--- config.mk ---
export PLATFORM = sky130hd
export DESIGN_NAME = fetch_unit
export DESIGN_NICKNAME = d
export VERILOG_FILES = /design/src/rtl/fetch_unit.sv
export SDC_FILE = /design/constraint.sdc
export NUM_CORES = 1
export LEC_CHECK = 0
export CAP_MARGIN = 25
export CORE_MARGIN = 3
export CORE_UTILIZATION = 40
export DETAILED_ROUTE_END_ITERATION = 8
export HOLD_SLACK_MARGIN = 0.1
export PLACE_DENSITY = 0.75
export REMOVE_ABC_BUFFERS = 1
export SLEW_MARGIN = 20
export SYNTH_ARGS = -nofsm -noshare
export SYNTH_HDL_FRONTEND = slang
export SYNTH_SLANG_ARGS = --single-unit
--- constraint.sdc ---
create_clock -name clk -period 3.5 [get_ports clk]
set_clock_uncertainty 0.2 [all_clocks]
set_input_delay 0.7 -clock clk [delete_from_list [all_inputs] [get_ports clk]]
set_output_delay 0.7 -clock clk [all_outputs]
set_load 0.005 [all_outputs]
--- src/rtl/fetch_unit.sv ---
// Instruction fetch / program-counter block: one imem read per instruction, issue to decode, then wait for resolved NPC.
// Optional FETCH_HALT_EN: opcode 6'b111111 parks the fetch in HALTED until reset.
module fetch_unit #(
  parameter logic [31:0] RESET_PC = 32'h0000_0000
) (
  input  logic        clk,
  input  logic        rst_n,
  output logic        imem_req,
  output logic [31:0] imem_addr,
  input  logic        imem_ack,
  input  logic [31:0] imem_rdata,
  output logic        ir_valid,
  input  logic        ir_ready,
  output logic [31:0] IR,
  output logic [31:0] PC,
  output logic [31:0] PC_plus_4,
  input  logic [31:0] NPC,
  input  logic        npc_valid
`ifdef FETCH_HALT_EN
  ,
  output logic        halted
`endif
);

  localparam int unsigned XLEN = 32;

`ifdef FETCH_HALT_EN
  typedef enum logic [2:0] {
    S_IDLE     = 3'd0,
    S_FETCH    = 3'd1,
    S_ISSUE    = 3'd2,
    S_WAIT_NPC = 3'd3,
    S_HALTED   = 3'd4
  } state_t;
`else
  typedef enum logic [1:0] {
    S_IDLE     = 2'd0,
    S_FETCH    = 2'd1,
    S_ISSUE    = 2'd2,
    S_WAIT_NPC = 2'd3
  } state_t;
`endif

  state_t            r_state;
  logic [XLEN-1:0]   r_pc;
  logic [XLEN-1:0]   r_pc_plus_4;
  logic [XLEN-1:0]   r_ir;
  logic              r_imem_req;
  logic              r_ir_valid;
  logic [XLEN-1:0]   w_npc_aligned;
`ifdef FETCH_HALT_EN
  logic              r_halted;
  logic              w_halt_op;
  assign w_halt_op = (r_ir[31:26] == 6'b111111);
`endif

  // Branch targets are word aligned; stray low bits are dropped.
  assign w_npc_aligned = NPC & ~XLEN'(3);

  always_ff @(posedge clk or negedge rst_n) begin
    if (!rst_n) begin
      r_state     <= S_IDLE;
      r_pc        <= RESET_PC;
      r_pc_plus_4 <= RESET_PC + XLEN'(4);
      r_ir        <= '0;
      r_imem_req  <= 1'b0;
      r_ir_valid  <= 1'b0;
`ifdef FETCH_HALT_EN
      r_halted    <= 1'b0;
`endif
    end else begin
      case (r_state)
        S_IDLE: begin
          r_state    <= S_FETCH;
          r_imem_req <= 1'b1;
        end
        S_FETCH: begin
          if (imem_ack) begin
            r_ir       <= imem_rdata;
            r_state    <= S_ISSUE;
            r_imem_req <= 1'b0;
            r_ir_valid <= 1'b1;
          end
        end
        S_ISSUE: begin
          if (ir_ready) begin
            r_ir_valid <= 1'b0;
`ifdef FETCH_HALT_EN
            if (w_halt_op) begin
              r_state  <= S_HALTED;
              r_halted <= 1'b1;
            end else begin
              r_state  <= S_WAIT_NPC;
            end
`else
            r_state    <= S_WAIT_NPC;
`endif
          end
        end
        S_WAIT_NPC: begin
          if (npc_valid) begin
            r_pc        <= w_npc_aligned;
            r_pc_plus_4 <= w_npc_aligned + XLEN'(4);
            r_state     <= S_FETCH;
            r_imem_req  <= 1'b1;
          end
        end
`ifdef FETCH_HALT_EN
        S_HALTED: begin
          r_state <= S_HALTED;
        end
`endif
        default: begin
          r_state    <= S_IDLE;
          r_imem_req <= 1'b0;
          r_ir_valid <= 1'b0;
        end
      endcase
    end
  end

  assign imem_req  = r_imem_req;
  assign imem_addr = r_pc;
  assign ir_valid  = r_ir_valid;
  assign IR        = r_ir;
  assign PC        = r_pc;
  assign PC_plus_4 = r_pc_plus_4;
`ifdef FETCH_HALT_EN
  assign halted    = r_halted;
`endif

endmodule

==> metrics.md <==
| Metric | Value |
|---|---|
| Final #Nets | 675 |
| Setup crit end kind | register |
| Core area | 10,600 sq um |
| Share of cells above drive strength 1 | 10.1% |
| WS Path Type | input pin to register |
| Routed length per instance | 15.7 um |
| CTS tree | built |
| Routed wire length | 11,600 um |
| RSZ-0062 raised after global routing | false |
| CTS Buffer Depth | 2 |
| Vias per inst | 4.77 |
| # IOs | 199 |
| Total CTS buffers | 9 |
| Starting Density | 42.1% |
| Vias | 3,531 |
| Clock Sink Count | 96 |
| Slowest stage delay, CP | 0.62 ns |
| Pre-antenna DRT Iters | 4 |
| Power per Cell Area | 804 nW/um^2 |
| Initial antenna violation count | 0 |
| DP Wirelength | 8680 um |
| Site row count | 37 |
| Synthesized cell area | 4440 sq um |
| Startpoint Class | input pin |
| Slew headroom | 46.8% |
| Post-DP Area | 6260 sq um |
| Final hold viol count | 0 |
| Clk Latency, worst-skew pair | 0.35 ns |
| GRT Util Overall | 18.8% |
| Slowest-stage cell, CP | nor4_2 |
| Main area contributors after synthesis | dfrtp_1 (54%), nand2_1 (11%), mux2_2 (8.1%), buf_4 (6.1%), xor2_1 (3.9%) |
| Flop2flop setup slack | 1.36 ns |
| CTS-repair resized insts | 0 |
| Maximum clock frequency | 370 MHz |
| Width of the die | 111 um |
| Crit-path leading delay family | simple AND/OR/NAND/NOR gates |
| Synth top cells by count | nand2_1 (134), dfrtp_1 (95), buf_4 (36) |
| Hold path cells | 2 |
| RD Place Congestion | 0.790 |
| Vias in the first global route | 3,716 |
| Final worst path period need | 2.71 ns |
| Root cell of the clock tree | clkbuf_8 |
| Critical Path, Cell by Cell | clkdlybuf4s50_1 -> ha_1 -> nand4_1 -> nor4_2 -> nand4_1 -> xor2_1 -> o21ai_0 |
| Post-synth ARST share | 100% |
| Post-synth EDFFs | 0 |
| Met2 Resource Use GR | 32.0% |
| Reg2reg end | PC_plus_4[17] |
| Clock transition at the registers of the reported paths | 0.08 ns |
| Worst EP required | 3.57 ns |
| Area Growth Syn to Fin | 45.7% |
| Met1 Use GR | 23.6% |
| Ys flop type | dfrtp_1 |
| Setup_tns | 0 ns |
| Worst EP arrival | 2.77 ns |
| CTS H-tree lvls | 3 |
| Most Used Layer, Global Route | met2 |
| Die area | 12,400 sq um |
| Crit path top cell by count | nand4_1 |
| Slew @ Worst Pin | 0.795 ns |
| Crit path max fanout | 4 |
| LEAKAGE | 2.81 nW |
| YS warnings | 0 |
| Synth area leader | dfrtp_1 |
| Setup bufs post-CTS | 0 |
| Fin area | 6470 sq um |
| Register area share after synthesis | 54.1% |
| Post-synth top area share | 53.6% |
| Number of max-cap violations | 0 |
| Diodes inserted | 0 |
| Avg Inst Size Synth | 10.1 sq um |
| Synth unique cells | 36 |
| Die Height | 111 um |
| GRT Residual Overflow | 0 |
| DRC Markers | 0 |
| Crit path buffers/inverters | 1 |
| Hold EP | PC_plus_4[18] |
| Final setup vio count | 0 |
| Largest net degree at the start of global routing | 96 |
| Port bufs | 190 |
| Final Cycle Share | 77.3% |
| Number of cells produced by synthesis | 440 |
| Flops & latches, synth | 96 |
| Most numerous cell in the Yosys netlist | nand2_1 |
| Min-delay src | PC_plus_4[18] |
| Met3 global-route usage | 4.40% |
| ANT nets after route | 0 |
| Global-route wire length before repair | 18,900 um |
| Hold WC Path Type | register to register |
| R2R Path Start | r_state[1] |
| Reg2reg path depth | 4 |
| DRT iter0 DRCs | 232 |
| Worst vdd ir | 0.386 mV |
| Max Slew Vio Count | 0 |
| Total power | 5.20 mW |
| Status | finished clean |
-- layer usage --
metal,share of wire [%],wire (um)
met4,1.7,200
met1,44,5070
met5,0,0
met2,48,5520
met3,6.9,806
-- worst register-to-register path, cell delays in order (launching register included) --
cell and delay, ns:
dfrtp_1 0.44, ha_1 0.24, nand2_2 0.59, buf_4 0.41
o21ai_0 0.14
-- sequential cells by signal, summed over array words and instances (netlist names) --
signal and flops:
IR 32, PC 30, PC_plus_4 30, r_state 2, imem_req 1, ir_valid 1
-- kinds of logic (layout without fill, tap and decap cells) --
logic type	count (synthesis)	count (layout)	synth area share, %
adders and majority gates	5	5	1.41
muxes	33	33	8.34
buffers and inverters	59	218	8.09
DFF	96	96	54.1
AOI/OAI and AO/OA	37	37	4.48
and+or+nand+nor	183	183	18.3
other	1	6	0.0845
xor gates and xnor gates	26	26	5.13
-- repair_timing --
action | in CTS | in global routing
hold buffers | 1 | 0
endpoints found under the hold margin | 1 | 0
setup endpoints to repair | 0 | 0
-- power by group --
part | leakage (nW) | internal (mW) | total [mW] | switching, mW
combinational | 1.55 | 1.59 | 2.49 | 0.894
clock | 0.0989 | 0.365 | 0.723 | 0.358
sequential | 1.16 | 1.65 | 1.99 | 0.334
total | 2.81 | 3.61 | 5.20 | 1.59
-- per-stage QoR --
step / std cells / hold slack (ns) / utilization (%) / setup WS [ns]
finish: 740 / 0.282 / 61.3 / 0.794
global route: 740 / 0.312 / 61.3 / 0.636
CTS: 740 / 0.289 / 61.3 / 0.816
detailed placement: 725 / 0.270 / 59.3 / 0.445
global placement: 725 / 0.261 / 59.3 / 0.439
floorplan: 391 / 0.204 / - / 0.961
-- worst max path at each step --
stage	start	endpoint	slack [ns]	cells past startpoint
6_report	NPC[2]	PC_plus_4[26]	0.79	7
3_3_place_gp	NPC[2]	PC_plus_4[26]	0.44	7
2_1_floorplan	npc_valid	PC_plus_4[10]	0.96	2
3_5_place_dp	NPC[2]	PC_plus_4[26]	0.45	7
5_1_grt	NPC[2]	PC_plus_4[30]	0.64	7
4_1_cts	NPC[2]	PC_plus_4[30]	0.82	7
-- cells in the final DEF, fill, tap and decap left out, drive strengths merged, types with 8 or more instances in the layout --
cell / count
clkdlybuf4s50: 189
mux2: 32
nand3: 12
nand2: 134
buf: 9
xor2: 20
o21ai: 31
nor2: 8
nand4: 13
clkbuf: 12
dfrtp: 95
-- layout make-up --
| cell class | count | area, sq um |
|---|---|---|
| clock buffer | 12 | 155 |
| clock inverter | 2 | 38.8 |
| fill | 923 | 4090 |
| inverter | 5 | 18.8 |
| multi-input combinational | 290 | 1700 |
| sequential | 96 | 2400 |
| tap | 136 | 170 |
| timing repair buffer | 199 | 1980 |
Power figures use the tool's default switching activity.
